<file path="config.mk">
export PLATFORM = sky130hd
export DESIGN_NAME = writeback_unit
export DESIGN_NICKNAME = d
export VERILOG_FILES = /design/src/rtl/writeback_unit.sv
export SDC_FILE = /design/constraint.sdc
export NUM_CORES = 1
export LEC_CHECK = 0
export CORE_ASPECT_RATIO = 1.5
export CORE_MARGIN = 2
export CORE_UTILIZATION = 48
export CTS_CLUSTER_DIAMETER = 100
export CTS_CLUSTER_SIZE = 24
export DETAILED_ROUTE_END_ITERATION = 10
export PLACE_DENSITY = 0.86
export REMOVE_ABC_BUFFERS = 1
export SKIP_LAST_GASP = 1
export SLEW_MARGIN = 40
export SYNTH_ARGS = -nofsm -noshare
export SYNTH_HDL_FRONTEND = slang
export SYNTH_SLANG_ARGS = --single-unit
</file>
<file path="constraint.sdc">
create_clock -name stage_clk -period 2.8 [get_ports stage_clk]
set_input_delay 0.56 -clock stage_clk [delete_from_list [all_inputs] [get_ports stage_clk]]
set_output_delay 0.56 -clock stage_clk [all_outputs]
set_load 0.03 [all_outputs]
</file>
<file path="src/rtl/writeback_unit.sv">
// Writeback stage: takes an execute result, waits for load data when needed,
// extracts and extends sub-word loads, and issues one register-bank write.
module writeback_unit #(
    parameter int unsigned TIMEOUT_CYCLES = 255
) (
    input  logic        stage_clk,
    input  logic        reset,
    input  logic        in_valid,
    output logic        in_ready,
    input  logic [4:0]  in_rd,
    input  logic [31:0] in_alu_out,
    input  logic        in_is_load,
    input  logic [2:0]  in_funct3,
    input  logic [1:0]  in_addr_lo,
    input  logic        mem_rvalid,
    input  logic [31:0] mem_rdata,
    output logic [4:0]  rd,
    output logic [31:0] alu_out,
    output logic        save_to_reg,
    output logic        busy,
    output logic        load_fault
);

    localparam int unsigned CNT_W  = 8;
    localparam int unsigned DATA_W = 32;
    localparam int unsigned REG_W  = 5;

    typedef enum logic [1:0] {
        S_IDLE     = 2'd0,
        S_WAIT_MEM = 2'd1,
        S_WRITE    = 2'd2
    } state_e;

    state_e              state_q, state_d;
    logic [REG_W-1:0]    rd_q, rd_d;
    logic [DATA_W-1:0]   alu_out_q, alu_out_d;
    logic [2:0]          funct3_q, funct3_d;
    logic [1:0]          addr_lo_q, addr_lo_d;
    logic [CNT_W-1:0]    cnt_q, cnt_d;
    logic                save_q, save_d;
    logic                fault_q, fault_d;

    logic                accept_c;
    logic                load_bad_c;
    logic                timeout_c;

    // Align the addressed byte/half to bit 0 and sign- or zero-extend it.
    function automatic logic [DATA_W-1:0] extract(
        input logic [DATA_W-1:0] word,
        input logic [2:0]        f3,
        input logic [1:0]        lo
    );
        logic [7:0]  byte_v;
        logic [15:0] half_v;
        byte_v = word[{lo, 3'b000} +: 8];
        half_v = lo[1] ? word[31:16] : word[15:0];
        case (f3)
            3'b000:  extract = {{24{byte_v[7]}}, byte_v};
            3'b001:  extract = {{16{half_v[15]}}, half_v};
            3'b100:  extract = {24'd0, byte_v};
            3'b101:  extract = {16'd0, half_v};
            default: extract = word;
        endcase
    endfunction

    assign in_ready = reset && (state_q == S_IDLE);
    assign accept_c = in_valid && in_ready;
    assign busy     = (state_q != S_IDLE);

    // Illegal funct3 and misaligned accesses share the same fault path.
    always_comb begin
        load_bad_c = 1'b0;
        case (in_funct3)
            3'b000, 3'b100: load_bad_c = 1'b0;
            3'b001, 3'b101: load_bad_c = in_addr_lo[0];
            3'b010:         load_bad_c = (in_addr_lo != 2'b00);
            default:        load_bad_c = 1'b1;
        endcase
    end

    assign timeout_c = (cnt_q == CNT_W'(TIMEOUT_CYCLES - 1));

    always_ff @(posedge stage_clk) begin
        if (!reset) begin
            state_q   <= S_IDLE;
            rd_q      <= '0;
            alu_out_q <= '0;
            funct3_q  <= '0;
            addr_lo_q <= '0;
            cnt_q     <= '0;
            save_q    <= 1'b0;
            fault_q   <= 1'b0;
        end else begin
            state_q   <= state_d;
            rd_q      <= rd_d;
            alu_out_q <= alu_out_d;
            funct3_q  <= funct3_d;
            addr_lo_q <= addr_lo_d;
            cnt_q     <= cnt_d;
            save_q    <= save_d;
            fault_q   <= fault_d;
        end
    end

    always_comb begin
        state_d = state_q;
        case (state_q)
            S_IDLE: begin
                if (accept_c) begin
                    if (!in_is_load)     state_d = S_WRITE;
                    else if (!load_bad_c) state_d = S_WAIT_MEM;
                end
            end
            S_WAIT_MEM: begin
                if (mem_rvalid)     state_d = S_WRITE;
                else if (timeout_c) state_d = S_IDLE;
            end
            S_WRITE: state_d = S_IDLE;
            default: state_d = S_IDLE;
        endcase
    end

    // Next values of the registered outputs and captured fields.
    always_comb begin
        rd_d      = rd_q;
        alu_out_d = alu_out_q;
        funct3_d  = funct3_q;
        addr_lo_d = addr_lo_q;
        cnt_d     = cnt_q;
        save_d    = 1'b0;
        fault_d   = 1'b0;
        case (state_q)
            S_IDLE: begin
                if (accept_c) begin
                    rd_d      = in_rd;
                    funct3_d  = in_funct3;
                    addr_lo_d = in_addr_lo;
                    cnt_d     = '0;
                    if (!in_is_load) begin
                        alu_out_d = in_alu_out;
                        save_d    = (in_rd != '0);
                    end else if (load_bad_c) begin
                        fault_d = 1'b1;
                    end
                end
            end
            S_WAIT_MEM: begin
                if (mem_rvalid) begin
                    alu_out_d = extract(mem_rdata, funct3_q, addr_lo_q);
                    save_d    = (rd_q != '0);
                end else if (timeout_c) begin
                    fault_d = 1'b1;
                end else begin
                    cnt_d = cnt_q + CNT_W'(1);
                end
            end
            default: ;
        endcase
    end

    assign rd          = rd_q;
    assign alu_out     = alu_out_q;
    assign save_to_reg = save_q;
    assign load_fault  = fault_q;

endmodule

</file>
==> results.md, run 1 <==
Timing:
- Setup repair after global routing left no endpoint under its margin.
- After routing, the total negative slack on setup checks comes to 0 ns.
- At the pin with the least slew margin, the transition time is 0.795 ns.
- The total count of hold-check failures in the final report came to 0.
- The worst path setup slack after routing is 0.389 ns.
- The max-slew violation count is 0.
- The routed design could run at a clock period as short as 2.41 ns.
- The number of failing setup endpoints in the final timing report is 0.
- The normalized max-slew margin is 47.0%.
- The post-route clock skew is 0.00689 ns.
- After layout, the worst path uses 86.1% of the clock period.
- Based on the critical path, the design can be clocked at up to 415 MHz.

Yosys:
- The most used flip-flop cell after synthesis is sky130_fd_sc_hd__dfxtp_1.
- The commonest cells after synthesis are 55 x sky130_fd_sc_hd__nand2_1, 54 x sky130_fd_sc_hd__dfxtp_1, 50 x sky130_fd_sc_hd__a21oi_1.
- Yosys attributes the largest share of cell area to sky130_fd_sc_hd__dfxtp_1 34%, sky130_fd_sc_hd__a21oi_1 7.9%, sky130_fd_sc_hd__a32o_1 7.9%.
- A synthesized cell averages 7.76 um2.
- The Yosys warning count is 0.
- The largest area contributor in the netlist is sky130_fd_sc_hd__dfxtp_1.
- The synthesized area is 0.00318 mm2.
- Synthesis handed over a netlist of 410 instances.
- The register bit total from synthesis is 54.
- The most frequent cell after synthesis is sky130_fd_sc_hd__nand2_1.
- Summed over its instances, the top area cell type makes up 34.0% of the synthesized netlist area.
- The number of distinct standard cells referenced by the synthesized netlist is 48.
- The sequential share of the synthesized area is 34.0%.
- Counting flops with a built-in enable in the synthesized netlist gives 0.
- Of all flip-flops after synthesis, the portion carrying an async set or reset was 0%.

Placement:
- The wire-length estimate of the detail-placed layout is 7.63 mm.
- The count of buffers added on input and output ports is 119.
- OpenSTA, run right after detailed placement, puts the worst setup slack at 0.311 ns.
- Routability-driven placement finished with a final weighted congestion of 0.897.

Final layout:
- Cells fill 69.9% of the core in the end.
- The filler cell count in the final layout is 552.
- The layout-stage area growth over the synthesis result is 41.4%.
- The net count of the finished layout is 590.
- The fraction of final layout cells with drive strength greater than 1 is 6.47%.
- The register with the most flip-flops in the layout has 32 of them.
- The sequential cells in the finished layout cover a total of 0.00108 mm2.
- The number of antenna diodes is 0.
- Summing all multi-input logic gate instances after layout gives 0.00190 mm2.

Global route:
- The total global-route track usage is 28.3%.
- The pin count of the biggest net entering global routing is 38.
- The number of global-route vias before repair is 3597.
- The number of antenna violations at the first check in global routing is 0.
- The first-pass GRT wire length is 17.1 mm.
- After global routing the overflow that remains totals 0.

Setup path:
- For the worst setup path, the data required time is 2.24 ns.
- The largest single stage delay on the critical path is 0.68 ns.
- The family with the most delay on the worst path is buffers and inverters.
- The cell depth of the worst flop-to-flop path is 4.
- Data on the critical path arrives at its endpoint at 1.85 ns.
- The kind of start point of the critical path is a register.
- The total buffers and inverters traversed by the critical path is 2.
- In this run the worst path has a maximum fanout of 11.
- The endpoint class of the critical path is a primary output.
- Traced cell by cell, the critical path runs through nor2_1 -> inv_1 -> clkdlybuf4s50_1.
- The largest individual stage delay along the critical path comes from the cell sky130_fd_sc_hd__clkdlybuf4s50_1.
- The worst setup path category is reg2out.
- The number of cells on the critical path is 3.

Clocking:
- The clock-pin slew on the worst setup and hold paths is 0.10 ns.
- The total CTS buffers is 5.
- The H-tree was split into 2 levels.
- CTS saw 54 sinks.
- TritonCTS built the clock tree.
- The buffer levels on the longest clock path is 2.
- At the later pin of the worst-skew pair, clock insertion delay measures 0.31 ns.
- The number of gates resized after CTS is 0.
- The setup fix buffers added after clock tree synthesis is 0.
- The post-cts hold buffer count is 0.
- The tree is rooted in a sky130_fd_sc_hd__clkbuf_8.

Power and ir drop:
- In this run, the clock network consumes 25.8% of the power.
- The share of total power dissipated in combinational logic is 30.9%.
- In this run the power spent charging and discharging nets is 0.620 mW.
- The internal portion of total power is 1.35 mW.
- The power per unit of standard cell area is 437 mW/mm2.
- The worst IR drop on VDD is 0.000349 V.
- The switching part of the total is 31.5%.
- Sequential cells burn 43.2% of the power.
- Summed over all cells, the static leakage comes to 1.61 nW.
- The design draws 1.97 mW.

Route:
- The detail route stage leaves a number of antenna-violating nets equal to 0.
- The routed layout has 3729 vias.
- The average wire per standard cell is 18.2 um.
- The first routing iteration left 258 violations.
- The number of detailed-route iterations in the first pass is 7.
- The DRC violation count after routing is 0.
- After detailed routing, the total wire length is 10.6 mm.
- The via density per instance is 6.36.

Run:
- The reported max-cap violation count is 0.

Floorplan:
- In this run the horizontal extent of the chip is 70.5 um.
- The core region is 0.00644 mm2.
- The initial cell density of the core is 49.4%.
- The die covers 0.00731 mm2.
- 120 I/O pins were placed.
- The initialized floorplan defines 36 standard-cell rows.
- The height of the die is 104 um.

Hold path:
- The cell depth of the worst min-delay path is 1.
- The worst hold path class is reg2reg.

Status:
- The flow ran to the end, and the final reports show no timing, DRC or antenna violations.
[layout make-up]
cell class / instances / area share (%)
Multi-Input combinational cell: 307 / 42.3
Tap cell: 76 / 2.11
Timing Repair Buffer: 130 / 28.2
Inverter: 11 / 0.917
Sequential cell: 54 / 24.0
Clock buffer: 8 / 2.45
[cell families after synthesis]
family	share of synthesized area (%)
AO/OA/AOI/OAI	28.0
XOR/XNOR	1.10
adder cells (fa/ha/maj)	0.786
buffers and inverters	6.33
flip-flops	34.0
multiplexers	6.05
AND/OR/NAND/NOR	23.8
[power groups by stage]
stage / Combinational (mW) / Clock, mW / Sequential (mW)
2_1_floorplan: 0.216 / 0 / 0.951
3_3_place_gp: 0.586 / 0 / 0.866
3_5_place_dp: 0.597 / 0 / 0.867
4_1_cts: 0.601 / 0.515 / 0.850
5_1_grt: 0.647 / 0.543 / 0.856
6_report: 0.608 / 0.508 / 0.850
[worst reg2reg max path: stages, from the launching register on]
cell and delay (ns):
sky130_fd_sc_hd__dfxtp_1 0.61, sky130_fd_sc_hd__nand2b_1 0.69, sky130_fd_sc_hd__mux2i_1 0.27, sky130_fd_sc_hd__o21ai_0 0.11, sky130_fd_sc_hd__o311a_1 0.31
[per-layer routing]
layer  vias up  track usage (%)  share of wire (%)
met5         -                0                  0
li1       1713                -                  -
met4         0             13.2                2.7
met1      1765             32.8                 38
met3        32             4.47                7.5
met2       219             49.9                 52
[layout by cell type, fill, tap and decap left out, drive strengths merged, types with 9 or more instances in the layout]
| master | n |
|---|---|
| nand2b | 13 |
| dfxtp | 54 |
| o21ai | 28 |
| a21oi | 50 |
| nand4 | 17 |
| nor2 | 29 |
| inv | 10 |
| buf | 12 |
| nand3 | 9 |
| clkdlybuf4s50 | 118 |
| nand2 | 55 |
| a32o | 25 |
[final timing paths]
kind | start | endpoint | slack, ns
worst max-delay path | state_q[0] | busy | 0.39
worst min register to register | alu_out[20] | alu_out[20] | 0.47
worst min-delay path | alu_out[20] | alu_out[20] | 0.47
worst max register to register | funct3_q[0] | alu_out[2] | 0.69
[stage by stage]
step                area, um2  hold WS (ns)  cells
finish                   4500         0.473    586
CTS                      4500         0.477    586
global route             4500         0.498    586
detailed placement       4390         0.454    578
floorplan                3020         0.465    372
global placement         4390         0.446    578
No activity file was read; power rests on OpenSTA's default activity.
==> run 2, diff against run 1 <==
- SKIP_LAST_GASP: 1 -> not set
==> results of run 2 <==
Final layout, timing and power as in run 1 (identical DEF).
==> run 3, diff against run 2 <==
- SLEW_MARGIN: 40 -> 20
==> results of run 3 <==
Final layout, timing and power as in run 1 (identical DEF).
